$ cat src/rtl/qduc_pkg.sv
// rtl/qduc_pkg.sv - shared state type, width helpers and saturation for qduc_interp
//
// Contents:
//   qduc_state_e   run-control states (IDLE, RUN, DRAIN)
//   qduc_w()       internal CIC width W = ISZ + N*RW
//   qduc_sw()      shift field width SW = $clog2(W)
//   qduc_saturate  clamp a signed value to the range of an osz-bit signed word
package qduc_pkg;

   typedef enum logic [1:0] {
      QS_IDLE  = 2'd0,
      QS_RUN   = 2'd1,
      QS_DRAIN = 2'd2
   } qduc_state_e;

   function automatic int qduc_w(input int isz, input int n, input int rw);
      return isz + n * rw;
   endfunction

   function automatic int qduc_sw(input int isz, input int n, input int rw);
      return $clog2(isz + n * rw);
   endfunction

   // Values are carried at 64 bits, so W must not exceed 64 (ISZ=16, N=6, RW=8 is the limit).
   function automatic logic signed [63:0] qduc_saturate(input logic signed [63:0] v,
                                                        input int osz);
      logic signed [63:0] hi;
      logic signed [63:0] lo;
      hi = (64'sd1 <<< (osz - 1)) - 64'sd1;
      lo = -hi - 64'sd1;
      if (v > hi) return hi;
      if (v < lo) return lo;
      return v;
   endfunction

endpackage

$ cat src/rtl/cic_interp_core.sv
// rtl/cic_interp_core.sv - one channel of the CIC interpolator: comb, zero-stuff, integrators, output
//
// Ports:
//   clk, reset   clock, asynchronous active-low reset
//   run_i        datapath advances this cycle (RUN or DRAIN)
//   clr_i        synchronous clear of every register (taken when heading to IDLE)
//   strobe_i     low-rate sample instant; x_i is pushed through the comb chain
//   x_i          signed ISZ-bit input sample (already zeroed by the top when not taken)
//   shift_i      arithmetic right shift applied to the last integrator
//   y_o          signed OSZ-bit output sample
//   sat_o        output was clamped (only with QDUC_SAT_EN, otherwise 0)
// Build option: QDUC_SAT_EN selects clamping instead of wrap-around narrowing.
module cic_interp_core
   import qduc_pkg::*;
#(
   parameter  int ISZ = 16,
   parameter  int OSZ = 14,
   parameter  int N   = 4,
   parameter  int RW  = 8,
   localparam int W   = qduc_w(ISZ, N, RW),
   localparam int SW  = qduc_sw(ISZ, N, RW)
) (
   input  logic           clk,
   input  logic           reset,
   input  logic           run_i,
   input  logic           clr_i,
   input  logic           strobe_i,
   input  logic [ISZ-1:0] x_i,
   input  logic [SW-1:0]  shift_i,
   output logic [OSZ-1:0] y_o,
   output logic           sat_o
);

   logic [W-1:0]   dly_q   [N];
   logic [W-1:0]   tap_d   [N];
   logic [W-1:0]   integ_q [N];
   logic [W-1:0]   comb_acc;
   logic [W-1:0]   comb_d;
   logic [W-1:0]   comb_q;
   logic           stb_q;
   logic [OSZ-1:0] y_d;
   logic [OSZ-1:0] y_q;
   logic           sat_d;
   logic           sat_q;

   // Comb chain: stage k subtracts its own previous input; all arithmetic wraps mod 2^W.
   always_comb begin
      comb_acc = {{(W - ISZ){x_i[ISZ-1]}}, x_i};
      for (int k = 0; k < N; k++) begin
         tap_d[k] = comb_acc;
         comb_acc = comb_acc - dly_q[k];
      end
      comb_d = comb_acc;
   end

`ifdef QDUC_SAT_EN
   logic signed [63:0] ext_w;
   logic signed [63:0] clamp_w;
   assign ext_w   = $signed(64'($signed(integ_q[N-1]))) >>> shift_i;
   assign clamp_w = qduc_saturate(ext_w, OSZ);
   assign y_d     = clamp_w[OSZ-1:0];
   assign sat_d   = (clamp_w != ext_w);
`else
   // Narrowing keeps the low OSZ bits of the shifted accumulator, so large values wrap.
   assign y_d     = OSZ'($signed(integ_q[N-1]) >>> shift_i);
   assign sat_d   = 1'b0;
`endif

   always_ff @(posedge clk or negedge reset) begin
      if (!reset) begin
         for (int k = 0; k < N; k++) begin
            dly_q[k]   <= '0;
            integ_q[k] <= '0;
         end
         comb_q <= '0;
         stb_q  <= 1'b0;
         y_q    <= '0;
         sat_q  <= 1'b0;
      end else if (clr_i) begin
         for (int k = 0; k < N; k++) begin
            dly_q[k]   <= '0;
            integ_q[k] <= '0;
         end
         comb_q <= '0;
         stb_q  <= 1'b0;
         y_q    <= '0;
         sat_q  <= 1'b0;
      end else if (run_i) begin
         if (strobe_i) begin
            for (int k = 0; k < N; k++) begin
               dly_q[k] <= tap_d[k];
            end
            comb_q <= comb_d;
         end
         stb_q <= strobe_i;
         // Zero-stuffing: the comb result enters the integrators only in the cycle after its strobe.
         integ_q[0] <= integ_q[0] + (stb_q ? comb_q : '0);
         for (int k = 1; k < N; k++) begin
            integ_q[k] <= integ_q[k] + integ_q[k-1];
         end
         y_q   <= y_d;
         sat_q <= sat_d;
      end
   end

   assign y_o   = y_q;
   assign sat_o = sat_q;

endmodule

$ cat src/rtl/qduc_interp.sv
// rtl/qduc_interp.sv - two-channel (I/Q) CIC interpolator with runtime ratio, handshake and drain
//
// Ports:
//   clk           sole clock, posedge
//   reset         asynchronous active-low reset
//   enable        run request
//   rate          ratio minus one (R = rate+1), latched on IDLE->RUN
//   shift         output arithmetic right shift, latched on IDLE->RUN
//   in_valid      input sample valid
//   in_ready      sample accepted this cycle when in_valid & in_ready
//   in_i, in_q    signed ISZ-bit I/Q input
//   out_valid     out_i/out_q carry a live sample
//   out_i, out_q  signed OSZ-bit I/Q output
//   underrun      sticky: a RUN strobe found in_valid low
//   underrun_clr  clears underrun (a coincident new underrun wins)
//   sat           either channel clamped its output this cycle
// Build option: QDUC_SAT_EN (clamp instead of wrap, drives sat).
module qduc_interp
   import qduc_pkg::*;
#(
   parameter  int ISZ = 16,
   parameter  int OSZ = 14,
   parameter  int N   = 4,
   parameter  int RW  = 8,
   localparam int SW  = qduc_sw(ISZ, N, RW)
) (
   input  logic           clk,
   input  logic           reset,
   input  logic           enable,
   input  logic [RW-1:0]  rate,
   input  logic [SW-1:0]  shift,
   input  logic           in_valid,
   output logic           in_ready,
   input  logic [ISZ-1:0] in_i,
   input  logic [ISZ-1:0] in_q,
   output logic           out_valid,
   output logic [OSZ-1:0] out_i,
   output logic [OSZ-1:0] out_q,
   output logic           underrun,
   input  logic           underrun_clr,
   output logic           sat
);

   localparam int DCW = $clog2(N + 1);

   qduc_state_e    state_q;
   qduc_state_e    state_d;
   logic [RW-1:0]  cnt_q;
   logic [RW-1:0]  cnt_d;
   logic [RW-1:0]  rate_q;
   logic [SW-1:0]  shift_q;
   logic [DCW-1:0] dcnt_q;
   logic [DCW-1:0] dcnt_d;
   logic           underrun_q;
   logic           underrun_d;
   logic           ov_q;
   logic           ov_d;
   logic           strobe;
   logic           running;
   logic           take;
   logic           core_run;
   logic           core_clr;
   logic [ISZ-1:0] x_i_w;
   logic [ISZ-1:0] x_q_w;
   logic           sat_i_w;
   logic           sat_q_w;

   assign running  = (state_q == QS_RUN);
   assign strobe   = (state_q != QS_IDLE) && (cnt_q == rate_q);
   assign take     = strobe & running & in_valid;
   // Missing samples in RUN and every DRAIN strobe feed zeros into the comb chain.
   assign x_i_w    = take ? in_i : '0;
   assign x_q_w    = take ? in_q : '0;
   assign core_run = (state_q != QS_IDLE);
   // Clearing on the next state means the first IDLE cycle already shows a zero datapath.
   assign core_clr = (state_d == QS_IDLE);

   always_comb begin
      state_d = state_q;
      dcnt_d  = dcnt_q;
      case (state_q)
         QS_IDLE: begin
            if (enable) state_d = QS_RUN;
         end
         QS_RUN: begin
            if (!enable) begin
               state_d = QS_DRAIN;
               dcnt_d  = '0;
            end
         end
         QS_DRAIN: begin
            if (enable) begin
               state_d = QS_RUN;
            end else if (strobe) begin
               if (dcnt_q == DCW'(N - 1)) state_d = QS_IDLE;
               else                       dcnt_d  = dcnt_q + 1'b1;
            end
         end
         default: state_d = QS_IDLE;
      endcase
   end

   always_comb begin
      cnt_d      = (state_q == QS_IDLE || strobe) ? '0 : cnt_q + 1'b1;
      underrun_d = (underrun_q & ~underrun_clr) | (strobe & running & ~in_valid);
      ov_d       = (state_q != QS_IDLE) && (state_d != QS_IDLE);
   end

   always_ff @(posedge clk or negedge reset) begin
      if (!reset) begin
         state_q    <= QS_IDLE;
         cnt_q      <= '0;
         rate_q     <= '0;
         shift_q    <= '0;
         dcnt_q     <= '0;
         underrun_q <= 1'b0;
         ov_q       <= 1'b0;
      end else begin
         state_q    <= state_d;
         cnt_q      <= cnt_d;
         dcnt_q     <= dcnt_d;
         underrun_q <= underrun_d;
         ov_q       <= ov_d;
         if (state_q == QS_IDLE && enable) begin
            rate_q  <= rate;
            shift_q <= shift;
         end
      end
   end

   cic_interp_core #(.ISZ(ISZ), .OSZ(OSZ), .N(N), .RW(RW)) u_core_i (
      .clk      (clk),
      .reset    (reset),
      .run_i    (core_run),
      .clr_i    (core_clr),
      .strobe_i (strobe),
      .x_i      (x_i_w),
      .shift_i  (shift_q),
      .y_o      (out_i),
      .sat_o    (sat_i_w)
   );

   cic_interp_core #(.ISZ(ISZ), .OSZ(OSZ), .N(N), .RW(RW)) u_core_q (
      .clk      (clk),
      .reset    (reset),
      .run_i    (core_run),
      .clr_i    (core_clr),
      .strobe_i (strobe),
      .x_i      (x_q_w),
      .shift_i  (shift_q),
      .y_o      (out_q),
      .sat_o    (sat_q_w)
   );

   assign in_ready  = strobe & running;
   assign out_valid = ov_q;
   assign underrun  = underrun_q;
   assign sat       = sat_i_w | sat_q_w;

endmodule

$ cat config.mk
export PLATFORM = sky130hd
export DESIGN_NAME = qduc_interp
export DESIGN_NICKNAME = d
export VERILOG_FILES = /design/src/rtl/qduc_pkg.sv /design/src/rtl/cic_interp_core.sv /design/src/rtl/qduc_interp.sv
export SDC_FILE = /design/constraint.sdc
export NUM_CORES = 2
export LEC_CHECK = 0
export BUFFER_PORTS_ARGS = -buffer_cell sky130_fd_sc_hd__buf_2
export CAP_MARGIN = 30
export CORE_UTILIZATION = 59
export DETAILED_ROUTE_END_ITERATION = 10
export PLACE_DENSITY = 0.78
export SYNTH_ARGS = -nofsm -noshare
export SYNTH_HDL_FRONTEND = slang
export SYNTH_SLANG_ARGS = --single-unit
$ cat constraint.sdc
create_clock -name clk -period 11.3 [get_ports clk]
set_clock_uncertainty 0.15 [all_clocks]
set_input_delay 3.39 -clock clk [delete_from_list [all_inputs] [get_ports clk]]
set_output_delay 3.39 -clock clk [all_outputs]
set_load 0.005 [all_outputs]
======== Word level (Yosys, flattened, before mapping) ========
Cells that the tools add are included.
cells by class
  add/sub/neg operators ................... 18
  shift operators ......................... 2
  mux-type cells .......................... 40
  equal/unequal tests ..................... 8
  bitwise gates (word level) .............. 7
  reduce and logical (&&, ||, !) cells .... 13
operator list
  kind                   number
  $mux W192              10
  $add A48 B48 Y48       8
  $mux W48               8
  $sub A48 B48 Y48       8
  $sshr A48 B6 Y14       2
  $mux W14               4
  $mux W16               2
  $mux W3                4
  $mux W2                5
  $reduce_bool A2 Y1     5
  $add A8 B1 Y8 const B  1
  $eq A8 B8 Y1           1
  $mux W8                1
  $ne A2 B2 Y1 const B   4
  $pmux W2 S3            1
  $pmux W3 S2            1
  $reduce_and A5 Y1      1
  $and A1 B1 Y1          4
  $logic_not A2 Y1       2
  $mux W1                4
  $add A3 B1 Y3 const B  1
  $eq A3 B2 Y1 const B   1
  $logic_and A1 B1 Y1    3
  $eq A2 B1 Y1 const B   1
  other kinds (5)        6
word-level totals
  logic and storage cells ................. 117
  register bits after elaboration ......... 923
  input bits .............................. 51

======== Logic depth before layout (Yosys ltp) ========
  word-level depth ........................ 12
  depth in mapped cells ................... 61
  depth with buffers taken out ............ 57

======== By module ========
A second synthesis with hierarchy kept.
unflattened totals
  cells, all modules ...................... 8642
  area, all modules ....................... 73488.0 um^2
modules (own cells, without submodules)
  module                      times used  area an instance (um^2)  cells an instance
  cic_interp_core (u_core_q)  1           35988.3                  4260
  cic_interp_core (u_core_i)  1           35870.7                  4233
  qduc_interp                 1           1629.1                   149

======== Least setup slack after synthesis ========
OpenSTA, ideal clock, no wires.
  path kind ............................... input-to-reg
  start point ............................. in in_valid
  end point ............................... reg u_core_q.comb_q[47]
  stages on the path ...................... 52
  arrival ................................. 12493 ps
  setup slack ............................. -1464 ps
  buffers on the path ..................... 5
  setup time .............................. 121 ps
  cells stage by stage .................... clkbuf_1 and2_1 nand2_1 inv_1 ha_1 nor2b_1 o21ai_0 a21oi_1 o21a_1 o21a_1 o21a_1 o21a_1 o21a_1 o211ai_2 clkbuf_1 nand3b_1 fa_1 ha_1 [16 not listed] o21ai_0 a21oi_1 o311a_1 nand3b_1 o21bai_1 xor2_1 ha_1 clkbuf_1 a21oi_1 o21bai_1 a21oi_1 nor2b_1 o21ai_0 nand2b_1 a221o_1 a21oi_1 xnor3_1 a22o_1
on the way
  longest elaborated chain between the ends .. 9
RTL lines
  item                            line                   text
  start: declaration              qduc_interp.sv:32      input logic in_valid,
  $and A1 B1 Y1                   qduc_interp.sv:70      assign take = strobe & running & in_valid;
  $mux W16                        qduc_interp.sv:73      assign x_q_w = take ? in_q : '0;
  $sub A48 B48 Y48 (4 in series)  cic_interp_core.sv:51  comb_acc = comb_acc - dly_q[k];
  $mux W48                        cic_interp_core.sv:89  if (strobe_i) begin
  $mux W48                        cic_interp_core.sv:88  end else if (run_i) begin
  $mux W48                        cic_interp_core.sv:79  end else if (clr_i) begin
  end signal: assignment          cic_interp_core.sv:93  comb_q <= comb_d;
  end: declaration                cic_interp_core.sv:39  logic [W-1:0] comb_q;
Every way passes these cells. The select of a mux whose other input is x is not followed.
A chain may end at the register's enable or synchronous reset.

======== Worst setup path after layout ========
  start point ............................. in in_valid
  end point ............................... reg u_core_i.comb_q[40]
on the way
  longest elaborated chain between the ends .. 9
RTL lines
  item                            line                   text
  $and A1 B1 Y1                   qduc_interp.sv:70
  $mux W16                        qduc_interp.sv:72      assign x_i_w = take ? in_i : '0;
  $sub A48 B48 Y48 (4 in series)  cic_interp_core.sv:51
  $mux W48                        cic_interp_core.sv:89
  $mux W48                        cic_interp_core.sv:88
  $mux W48                        cic_interp_core.sv:79
  end signal: assignment          cic_interp_core.sv:93
  end: declaration                cic_interp_core.sv:39
Every way passes these cells. The select of a mux whose other input is x is not followed.

==> qor.yml <==
hold_depth: 2
status: "finished with violations"
clkTransAtPathRegs_ns: 0.06
fin_area_sq_um: 84700
dp_hpwl_um: 134000
instances_no_fill: 10913
multi_input_area_sq_um: 49100
clkSinkCount: 856
setup_viol: 28
antenna_cells: 0
drt-wirelength-per-cell_um: 17.0
crit_start: "in_valid"
hold_class: "register to register"
finalHoldViolations: 0
hold_end: "u_core_i.comb_q[21]$_DFFE_PN0P_"
fmax_mhz: 84.9
syn_nets: 9389
syn_inst: 8621
place_inst: 10611
cts_buffer_depth: 3
syn-cell-area_sq_um: 72500
viasPerCell: 5.99
worst_slew_pin_slew_ns: 1.03
drt_iter0_markers: 4622
core_sq_um: 122000
r2r_setup_slack_ns: 0.38
ys.flop_type: "dfrtp_1"
period_share_pct: 104
fin_crit_ns: 11.78
drive_gt1_share_pct: 16.2
n_fill_cell: 9284
num_rows: 128
initial_core_util_pct: 59.5
cts_root_buf: "clkbuf_16"
worstHoldStart: "u_core_i.comb_q[21]$_DFFE_PN0P_"
nets: 9975
ctsHoldBuffers: 0
grt_pass1_vias: 62670
ff_latch_area_sq_um: 21400
critPathSlowestCell: "o21ai_0"
slew_viol_final: 0
die_area_sq_um: 124000
grt_max_degree: 238
io_buffers: 81
cts-buffers-inserted: 97
r2r_end: "u_core_i.comb_q[40]$_DFFE_PN0P_"
synth_enable_flop_cells: 0
violations: "negative setup slack"
cp_common_cell: "buf_4"
drt-pass1-iter-count: 8
fin_ws_ns: -0.483
cts_tree: "built"
fp.dieH_um: 353
critPathMaxStageDelay_ns: 0.42
slew_headroom_pct: 30.9
r2r_cells: 55
dpl_cell_area_sq_um: 78900
pre_cts_slack_ns: -1.44
die_width_um: 353
drc_errors: 0
cts_max_level: 3
num_vias: 65371
drv_cap: 0
wl_um: 186000
area_growth_pct: 16.8
num_io_pins: 83
crit_path_end_kind: "register"
avgSynthCellArea_sq_um: 8.42
ys_seq_area_share_pct: 29.5
worstReg2RegStart: "cnt_q[2]$_DFF_PN0_"
track_usage_pct: 28.6
grt_pass1_wl_um: 306000
rsz0062_at_grt: "yes"
yosysWarningCount: 0
insertion_delay_ns: 0.70
ant_nets: 0
synth_cell_types: 113
ys_ff_latch: 856
cp-start-kind: "input pin"
arrival_ns: 12.18
critPathKind: "input pin to register"
cp_data_required_time_ns: 11.70
antenna_found_initial: 1
overflow: 0
synth-async-reset-ratio_pct: 100
crit_fanout: 5
gp_congestion: 0.937
fin_util_pct: 69.5
==> worst max path at each step <==
stage                                      end  cells after the start
4_1_cts        u_core_i.comb_q[47]$_DFFE_PN0P_                     54
6_report       u_core_i.comb_q[40]$_DFFE_PN0P_                     53
2_1_floorplan  u_core_q.comb_q[47]$_DFFE_PN0P_                     51
3_3_place_gp   u_core_q.comb_q[47]$_DFFE_PN0P_                     47
5_1_grt        u_core_i.comb_q[47]$_DFFE_PN0P_                     52
3_5_place_dp   u_core_i.comb_q[47]$_DFFE_PN0P_                     54
==> kinds of logic after synthesis <==
| group | synth area share, % |
|---|---|
| simple gates | 14.2 |
| xor+xnor | 7.51 |
| other cells | 0.00517 |
| flops | 29.5 |
| compound gates | 28.6 |
| fa+ha+maj | 12.6 |
| buf+inv | 4.77 |
| mux | 2.84 |
==> worst max-delay path, delay by kind of cell <==
| family | cells | cell delay [ns] |
|---|---|---|
| and+or+nand+nor | 12 | 1.74 |
| xor gates and xnor gates | 3 | 0.68 |
| AOI/OAI and AO/OA | 19 | 3.27 |
| buffers and inverters | 14 | 1.72 |
| adders and majority gates | 5 | 1.34 |
==> state kept, by name, indices dropped and copies added (netlist names), 14 cells and up <==
signal,cells
u_core_i.dly_q,159
u_core_q.comb_q,48
u_core_q.y_o,14
u_core_i.y_o,14
u_core_q.dly_q,159
u_core_i.comb_q,48
u_core_i.integ_q,192
u_core_q.integ_q,192
==> routing by layer <==
metal	wire, um	part of all wire, %	up-vias	global-route usage (%)
met5	13	0.0070	-	0
met4	6390	3.4	2	9.25
met3	7940	4.3	391	2.77
met2	86800	47	1644	47.4
met1	84600	46	30970	39.2
li1	-	-	32364	-
==> final cells by class <==
cell class              count  share of cell area [%]
clock buffers             132                    3.42
clock inverters            48                   0.770
inverters                 503                    2.23
multi-input cells        6851                    57.9
flip-flops and latches    856                    25.3
well taps                1625                    2.40
repair buffers            898                    7.95
==> placed cells by master (no fill, tap or decap), types with 25 or more instances in the layout <==
cell type,count
a211oi_1,75
a21o_1,511
a21oi_1,665
dfrtp_1,850
nand4_1,106
nor3_1,75
a31oi_1,76
and2_1,133
clkbuf_16,103
and3_1,92
a31o_2,37
o21ai_2,27
a22o_1,275
mux2i_1,54
a21oi_2,62
nor2_1,387
buf_2,79
mux4_2,56
o31ai_1,40
inv_1,498
nor2b_1,105
o21bai_1,123
nand2_1,961
buf_4,793
xnor2_1,329
xor2_1,259
nand3_1,110
or3_1,25
o211ai_1,39
o21ai_1,68
ha_1,675
o21ai_0,778
o21a_1,79
nand2b_1,94
==> synthesized netlist by cell type, types with 20 or more instances <==
master | instances | area [sq um]
and2_1 | 137 | 857
xnor2_1 | 352 | 3080
mux4_2 | 56 | 1260
buf_1 | 38 | 143
and3_1 | 98 | 613
nand2_1 | 970 | 3640
ha_1 | 697 | 8720
nor3_1 | 81 | 405
dfrtp_1 | 856 | 21400
nand2b_1 | 94 | 588
and4_1 | 20 | 175
a31oi_1 | 79 | 494
nor2b_1 | 111 | 694
a21o_1 | 511 | 3840
nand3_1 | 115 | 576
mux2_2 | 23 | 259
a21boi_0 | 22 | 165
o21ai_1 | 36 | 180
a221o_1 | 21 | 210
o31ai_1 | 45 | 338
clkbuf_1 | 357 | 1340
o21bai_1 | 123 | 923
a22o_1 | 275 | 2410
mux2i_1 | 54 | 541
inv_1 | 501 | 1880
or3_1 | 25 | 156
nor2_1 | 398 | 1490
o211ai_1 | 39 | 293
a31o_2 | 37 | 324
xor2_1 | 266 | 2330
a21oi_1 | 729 | 3650
o21a_1 | 79 | 593
nand4_1 | 106 | 663
fa_1 | 20 | 400
a211oi_1 | 81 | 608
o21ai_0 | 834 | 4170
==> through the flow <==
step | hold WS [ns] | setup TNS, ns
after floorplan | 0.291 | -8.47
after global placement | 0.303 | -27.50
after detailed placement | 0.310 | -35.85
after CTS | 0.326 | -0.974
after global routing | 0.340 | -20.80
final | 0.320 | -7.61
==> timing repair <==
action | 4_1_cts | 5_1_grt
setup endpoints to repair | 28 | 44
resized for setup | 80 | 210
buffers inserted | 63 | 63
pin swaps | 119 | 228
Power is left out: the tool's default activity adds up to more than one toggle a clock period on the data nets, which glitch-free logic cannot reach.
